File: src/rtl/pulse_timer_arbiter.sv
// Purpose: round-robin shares one timed-pulse generator among NREQ level requesters.
// Latency: request seen at edge T drives dout/grant on T+1..T+len, done at T+len+1, then GAP idle cycles.
// Backpressure: requesters hold req until done; dropping req mid-pulse aborts it with no done.
module pulse_timer_arbiter #(
   parameter int  NREQ  = 4,
   parameter int  CNT_W = 8,
   parameter int  GAP   = 2,
   localparam int IDX_W = $clog2(NREQ)
) (
   input  logic                  clk,
   input  logic                  rst_n,
   input  logic [NREQ-1:0]       req,
   input  logic [NREQ*CNT_W-1:0] len_i,
   output logic [NREQ-1:0]       grant,
   output logic [NREQ-1:0]       done,
   output logic                  dout,
   output logic                  busy,
   output logic [IDX_W-1:0]      owner
);

   // Gap counter needs at least one bit even when GAP is 0 or 1.
   localparam int GAP_W = (GAP < 2) ? 1 : $clog2(GAP + 1);

   typedef enum logic [1:0] {
      S_IDLE = 2'd0,
      S_RUN  = 2'd1,
      S_GAP  = 2'd2
   } state_t;

   state_t            r_state;
   state_t            w_state_nxt;
   logic [CNT_W-1:0]  r_cnt;
   logic [CNT_W-1:0]  w_cnt_nxt;
   logic [GAP_W-1:0]  r_gap;
   logic [GAP_W-1:0]  w_gap_nxt;
   logic [IDX_W-1:0]  r_ptr;
   logic [IDX_W-1:0]  w_ptr_nxt;
   logic [IDX_W-1:0]  w_owner_nxt;
   logic [IDX_W-1:0]  w_pick;
   logic [IDX_W-1:0]  w_cand;
   logic [IDX_W:0]    w_sum;
   logic              w_found;
   logic [CNT_W-1:0]  w_len_arr [NREQ];
   logic [CNT_W-1:0]  w_len;
   logic [NREQ-1:0]   w_grant_nxt;
   logic [NREQ-1:0]   w_done_nxt;
   logic              w_dout_nxt;

   // Split the packed length bus into per-requester fields and select the winner's.
   always_comb begin
      for (int i = 0; i < NREQ; i++) begin
         w_len_arr[i] = len_i[i*CNT_W +: CNT_W];
      end
      w_len = w_len_arr[w_pick];
   end

   // Round-robin search: first asserted request scanning upward from r_ptr, wrapping.
   always_comb begin
      w_found = 1'b0;
      w_pick  = '0;
      w_sum   = '0;
      w_cand  = '0;
      for (int i = 0; i < NREQ; i++) begin
         w_sum = {1'b0, r_ptr} + (IDX_W+1)'(i);
         if (w_sum >= (IDX_W+1)'(NREQ)) begin
            w_sum = w_sum - (IDX_W+1)'(NREQ);
         end
         w_cand = IDX_W'(w_sum);
         if (!w_found && req[w_cand]) begin
            w_found = 1'b1;
            w_pick  = w_cand;
         end
      end
   end

   // Next-state and next-output decode; outputs are registered below.
   always_comb begin
      w_state_nxt = r_state;
      w_cnt_nxt   = r_cnt;
      w_gap_nxt   = r_gap;
      w_ptr_nxt   = r_ptr;
      w_owner_nxt = owner;
      w_grant_nxt = '0;
      w_done_nxt  = '0;
      w_dout_nxt  = 1'b0;
      case (r_state)
         S_IDLE: begin
            if (w_found) begin
               w_state_nxt         = S_RUN;
               w_grant_nxt[w_pick] = 1'b1;
               w_owner_nxt         = w_pick;
               w_dout_nxt          = 1'b1;
               // A zero length still produces a one-cycle pulse.
               w_cnt_nxt           = (w_len == '0) ? CNT_W'(1) : w_len;
               w_ptr_nxt           = (w_pick == IDX_W'(NREQ-1)) ? '0 : w_pick + 1'b1;
            end
         end
         S_RUN: begin
            if (req[owner] && (r_cnt > CNT_W'(1))) begin
               w_cnt_nxt   = r_cnt - 1'b1;
               w_grant_nxt = grant;
               w_dout_nxt  = 1'b1;
            end else begin
               // Either the last cycle (done) or the owner dropped req (abort, no done).
               w_done_nxt[owner] = req[owner];
               w_cnt_nxt         = '0;
               if (GAP == 0) begin
                  w_state_nxt = S_IDLE;
               end else begin
                  w_state_nxt = S_GAP;
                  w_gap_nxt   = GAP_W'(GAP);
               end
            end
         end
         S_GAP: begin
            if (r_gap <= GAP_W'(1)) begin
               w_state_nxt = S_IDLE;
               w_gap_nxt   = '0;
            end else begin
               w_gap_nxt = r_gap - 1'b1;
            end
         end
         default: begin
            w_state_nxt = S_IDLE;
         end
      endcase
   end

   // State, counters and all outputs; asynchronous reset clears everything.
   always_ff @(posedge clk or negedge rst_n) begin
      if (!rst_n) begin
         r_state <= S_IDLE;
         r_cnt   <= '0;
         r_gap   <= '0;
         r_ptr   <= '0;
         owner   <= '0;
         grant   <= '0;
         done    <= '0;
         dout    <= 1'b0;
         busy    <= 1'b0;
      end else begin
         r_state <= w_state_nxt;
         r_cnt   <= w_cnt_nxt;
         r_gap   <= w_gap_nxt;
         r_ptr   <= w_ptr_nxt;
         owner   <= w_owner_nxt;
         grant   <= w_grant_nxt;
         done    <= w_done_nxt;
         dout    <= w_dout_nxt;
         busy    <= (w_state_nxt != S_IDLE);
      end
   end

endmodule
File: config.mk
export PLATFORM = sky130hd
export DESIGN_NAME = pulse_timer_arbiter
export DESIGN_NICKNAME = d
export VERILOG_FILES = /design/src/rtl/pulse_timer_arbiter.sv
export SDC_FILE = /design/constraint.sdc
export NUM_CORES = 1
export LEC_CHECK = 0
export CAP_MARGIN = 20
export CORE_ASPECT_RATIO = 1.5
export CORE_MARGIN = 2
export CORE_UTILIZATION = 42
export DETAILED_ROUTE_END_ITERATION = 10
export PLACE_DENSITY = 0.76
export SETUP_SLACK_MARGIN = 0.15
export SYNTH_ARGS = -nofsm -noshare
export SYNTH_HDL_FRONTEND = slang
export SYNTH_SLANG_ARGS = --single-unit
File: constraint.sdc
create_clock -name clk -period 2.4 [get_ports clk]
set_clock_uncertainty 0.15 [all_clocks]
set_input_delay 0.72 -clock clk [delete_from_list [all_inputs] [get_ports clk]]
set_output_delay 0.72 -clock clk [all_outputs]
set_load 0.1 [all_outputs]
# [Word-level counts from Yosys, hierarchy flattened]
# Cells that the tools add are included.
[totals] register_bits=26 in_bits=38 out_inout_bits=12 word_cells=107
[classes] add_sub_neg=10 n_lt_le_gt_ge=15 eq_ne=5 muxes=49 bitwise_logic=2 n_reduce_logical=17
[op_table] operator="two-way mux 8 bit" n=5
[op_table] operator="two-way mux 2 bit" n=14
[op_table] operator="< comparator 2 x 3 -> 1 bit (second input constant)" n=6
[op_table] operator="binary-select mux 8 bit (select 2 bit)" n=1
[op_table] operator="two-way mux 4 bit" n=4
[op_table] operator="case mux 8 bit (2 select lines)" n=1
[op_table] operator="two-way mux 1 bit" n=13
[op_table] operator=">= comparator 3 bit (second input constant)" n=4
[op_table] operator="binary-select mux 1 bit (select 2 bit)" n=5
[op_table] operator="subtractor 2 x 1 -> 2 bit (second input constant)" n=5
[op_table] operator="> comparator 8 x 1 -> 1 bit (second input constant)" n=1
[op_table] operator="zero test 8 bit" n=1
[op_table] operator="case mux 4 bit (2 select lines)" n=1
[op_table] operator="subtractor 8 x 1 -> 8 bit (second input constant)" n=1
[op_table] operator="adder 2 x 2 -> 3 bit (second input constant)" n=2
[op_table] operator="logical AND 1 bit" n=6
[op_table] operator="case mux 2 bit (3 select lines)" n=1
[op_table] operator="AND reduction 2 bit" n=3
[op_table] operator="nonzero test 2 bit" n=3
[op_table] operator="AND 4 bit" n=1
[op_table] operator="demux 1 bit (select 2 bit)" n=2
[op_table] operator="== test 2 bit (second input constant)" n=2
[op_table] operator=">= comparator 2 x 1 -> 1 bit (second input constant)" n=2
[op_table] operator="!= test 2 bit (second input constant)" n=2
[op_table] operator="other kinds (10)" n=12

# [Longest topological paths before layout]
# Gate-level depths: netlist of run 1.
[depth] ltp_word=22 depth_mapped=9 ltp_nobuf=8

# [Worst setup path after synthesis of run 1]
# Ideal clock, no wire load.
[synth_path] kind="register to register" startpoint="register owner[0]" endpoint="register r_cnt[0]" setup_ns=0.126 arrival_time_ns=2.252 setup_slack_ns=-0.128 stages_incl_launch_ff=6 n_path_buf=0 period_less_slack_ns=2.528 cell_sequence="dfrtp_1 > mux4_2 > o21ai_4 > nor2_2 > a22o_1 > a221o_1"
[synth_via] elab_chain_len=5
[synth_lines] item="start, declared" line_no="18" source="output logic [IDX_W-1:0] owner"
[synth_lines] item="start signal, assigned" line_no="146" source="owner <= w_owner_nxt;"
[synth_lines] item="binary-select mux 1 bit (select 2 bit)" line_no="99" source="if (req[owner] && (r_cnt > CNT_W'(1))) begin"
[synth_lines] item="two-way mux 1 bit (implied by the code)" line_no="99"
[synth_lines] item="logical AND 1 bit" line_no="99"
[synth_lines] item="two-way mux 8 bit" line_no="99"
[synth_lines] item="case mux 8 bit (2 select lines)" line_no="86" source="case (r_state)"
[synth_lines] item="end signal, assigned" line_no="143" source="r_cnt <= w_cnt_nxt;"
[synth_lines] item="end, declared" line_no="32" source="logic [CNT_W-1:0] r_cnt;"
# Every way passes these cells. The select of a mux whose other input is x is not followed.
# A chain may end at the register's enable or synchronous reset.

# [Final worst setup path of run 1]
[layout_path] startpoint="input req[3]" endpoint="register r_cnt[0]"
[layout_via] elab_chain_len=20 word_cells_on_any_way=36 classes_between="eq/ne (1); mux (25); bitwise (1); reduce/logical (9)"
[layout_lines] item="start, declared" line_no="12" source="input logic [NREQ-1:0] req,"
[layout_lines] item="binary-select mux 1 bit (select 2 bit)" line_no="69" source="if (!w_found && req[w_cand]) begin"
[layout_lines] item="two-way mux 1 bit (implied by the code)" line_no="69"
[layout_lines] item="two-way mux 1 bit" line_no="69"
[layout_lines] item="zero test 1 bit" line_no="69"
[layout_lines] item="logical AND 1 bit" line_no="69"
[layout_lines] item="two-way mux 1 bit" line_no="69"
[layout_lines] item="zero test 1 bit" line_no="69"
[layout_lines] item="logical AND 1 bit" line_no="69"
[layout_lines] item="(+3 left out)"
[layout_lines] item="two-way mux 2 bit" line_no="69"
[layout_lines] item="inverter 2 -> 3 bit (implied by the code)" line_no="54" source="w_len = w_len_arr[w_pick];"
[layout_lines] item="binary-select mux 8 bit (select 2 bit)" line_no="54"
[layout_lines] item="two-way mux 8 bit (implied by the code) (2 in series)" line_no="54"
[layout_lines] item="zero test 8 bit" line_no="94" source="w_cnt_nxt = (w_len == '0) ? CNT_W'(1) : w_len;"
[layout_lines] item="two-way mux 8 bit" line_no="94"
[layout_lines] item="two-way mux 8 bit" line_no="88" source="if (w_found) begin"
[layout_lines] item="case mux 8 bit (2 select lines)" line_no="86"
# Several ways; a longest one is shown, not always the timed one. The select of a mux whose other input is x is not followed.

==> impl_metrics.tcl, run 1 <==
set metrics [dict create \
    status "finished with violations" \
    failed_checks "negative setup slack" \
    ys_types 43 \
    vdd.ir_drop.worst_mv 1.13 \
    drtPass1Iterations 4 \
    die_height_um 80.8 \
    drc 0 \
    layoutNonFillerInstCount 299 \
    whs_path_depth 1 \
    layout_worst_path_cycle_share_pct 105 \
    globalRouteTotalUtil_pct 26.8 \
    cap_violations 0 \
    critPathRequiredTime_ps 2400 \
    synth_edf_count 0 \
    fin_area_mm2 0.00279 \
    ant_nets 0 \
    r2r_start "r_ptr[0]" \
    clock-sinks 26 \
    dpl_cell_area_mm2 0.00241 \
    numCtsBuffers 3 \
    synth_seq_cells 26 \
    synth_top_area_cell "dfrtp_1" \
    mostFrequentLayoutCells "buf_4, clkdlybuf4s50_1, dfrtp_1, mux2i_1, nand2_1" \
    via_count 1744 \
    startpoint_type "primary input" \
    total_leakage_power_uw 0.00126 \
    synth-async-reset-ratio_pct 100 \
    slew-limit-headroom_pct 68.8 \
    worstSetupEndpoint "r_cnt[0]" \
    reg2reg_to "r_cnt[0]" \
    antenna_found_initial 0 \
    r2r_slack_ps -80 \
    grt_pass1_wl_um 8450 \
    drv_slew 0 \
    hold_viol 0 \
    coreArea_mm2 0.00372 \
    fillers 257 \
    endpoint_kind "flop" \
    synth_nets 207 \
    dp_hpwl_um 3780 \
    setup_slack_ps -119 \
    die_w_um 55.2 \
    ys_warn_count 0 \
    power.total_uw 3930 \
    finalWirelength_um 5680 \
    pin_count 50 \
    grt_overflow 0 \
    insertedDiodeCount 0 \
    vias_per_cell 5.83 \
    worst-slew-pin-transition_ps 468 \
    layout.nets 301 \
    grt_pass1_vias 1825 \
    hold_path_class "reg2reg" \
    dp.cells 284 \
    clk_pin_slew_ps 90 \
    post-route-min-period_ps 2520 \
    avgRoutedWirePerCell_um 19.0 \
    clock.fmax_mhz 397 \
    grt_max_degree 27 \
    synth-seq-area-share_pct 39.4 \
    ys.flop_type "dfrtp_1" \
    area_growth_pct 68.8 \
    syn_area_per_cell_um2 10.1 \
    critPathMaxFanout 4 \
    setup_tns_ps -199 \
    crit_start "req[3]" \
    yosysTopAreaCellShare_pct 39.4 \
    critPathArrivalTime_ps 2520 \
    reg2reg_depth 8 \
    start_util_pct 44.4 \
    port_buffers 49 \
    final_layout_size_suffix_gt1_share_pct 39.5 \
    clockRootBuffer "clkbuf_8" \
    mostFrequentLayoutCell "buf_4" \
    synth_cells 163 \
    grt_setup_unrepaired "yes" \
    syn_area_mm2 0.00165 \
    gp_congestion 0.827 \
    htree_levels 1 \
    yosys-top-cells-area "dfrtp_1, mux2i_1, ha_1" \
    num_rows 27 \
    die_area_mm2 0.00446 \
    fin_hold_ws_ps 348 \
    clock_latency_ps 270 \
    setup_viol 3 \
    cts_tree "built" \
    critical_path_class "in2reg" \
    cts_buffer_depth 2 \
    drt_iter0_drc 75 \
    power_density_mw_per_mm2 1410 \
]
-- power breakdown --
group	total [µW]	leakage [µW]	internal, µW	switching [µW]
sequential	818	0.000325	627	191
combinational	2750	0.000898	1190	1560
clock	365	0.0000357	223	142
total	3930	0.00126	2040	1890
-- per-stage QoR --
stage	util, %	setup WS [ps]
6_report	74.9	-119
5_1_grt	74.9	-145
3_3_place_gp	64.9	-577
2_1_floorplan	-	-61.8
3_5_place_dp	64.9	-784
4_1_cts	70.9	-29.4
-- cell usage after synthesis, types with 2 or more instances --
| cell | count |
|---|---|
| nand2_1 | 15 |
| a2bb2oi_1 | 2 |
| a22o_1 | 6 |
| nor3b_1 | 2 |
| mux4_2 | 2 |
| ha_1 | 6 |
| a21oi_1 | 7 |
| o21ai_0 | 7 |
| mux2i_1 | 21 |
| nand2b_1 | 3 |
| a32oi_1 | 3 |
| nand3b_1 | 2 |
| a31oi_1 | 3 |
| o21ai_1 | 12 |
| nor2_1 | 8 |
| dfrtp_1 | 26 |
| nor3_1 | 3 |
| nand3_1 | 2 |
| nor4b_1 | 3 |
| inv_1 | 6 |
| buf_6 | 2 |
-- worst max-delay path, stage by stage --
cell      delay [ps]
buf_8             80
and4b_1          200
a31oi_2          180
nand3b_1         210
buf_4            210
mux2i_1          110
mux2_2           300
nor4b_4          150
a221o_1          350
-- per-layer routing --
layer | GRT usage [%] | share of wire (%) | vias to the layer above
li1 | - | - | 792
met4 | 14.6 | 3.7 | 0
met5 | 0 | 0 | -
met3 | 5.15 | 4.5 | 23
met1 | 26.5 | 36 | 857
met2 | 49.3 | 56 | 72
-- registers in the layout, summed over array words and instances (netlist names) --
| signal | flops |
|---|---|
| busy | 1 |
| done | 4 |
| dout | 1 |
| grant | 4 |
| owner | 2 |
| r_cnt | 8 |
| r_gap | 2 |
| r_ptr | 2 |
| r_state | 2 |
-- cells by family (layout without fill, tap and decap cells) --
family | after synthesis | in the layout | synth area share [%]
simple gates | 49 | 49 | 16.6
compound gates | 45 | 45 | 18.0
flops | 26 | 26 | 39.4
mux | 24 | 24 | 16.1
buf+inv | 13 | 106 | 5.31
fa+ha+maj | 6 | 6 | 4.55
-- how the worst min path moves through the flow --
stage	from	to	slack (ps)
after floorplan	rst_n	busy	270
after CTS	r_gap[0]	r_gap[0]	350
final	r_gap[0]	r_gap[0]	350
after global routing	grant[1]	grant[1]	370
after detailed placement	grant[1]	grant[1]	340
after global placement	r_gap[0]	r_gap[0]	310
-- final cells by class --
cell class / instances / area (µm²) / area share, %
Multi-Input combinational cell: 124 / 1100 / 39.4
Clock inverter: 1 / 30.0 / 1.08
Clock buffer: 3 / 41.3 / 1.48
Timing Repair Buffer: 95 / 877 / 31.5
Tap cell: 43 / 53.8 / 1.93
Sequential cell: 26 / 653 / 23.5
Inverter: 7 / 31.3 / 1.12
-- what timing repair did --
item | 4_1_cts | 5_1_grt
hold buffers | 0 | 0
cloned | 1 | 0
setup buffers | 8 | 2
endpoints found under the setup margin | 25 | 16
resized for setup | 42 | 22
pin swaps | 9 | 11
(Power assumes the default switching activity.)
==> run 2: changes to the inputs <==
SLEW_MARGIN = 15   (was default)
==> results of run 2 <==
Final layout, timing and power as in run 1 (identical DEF).
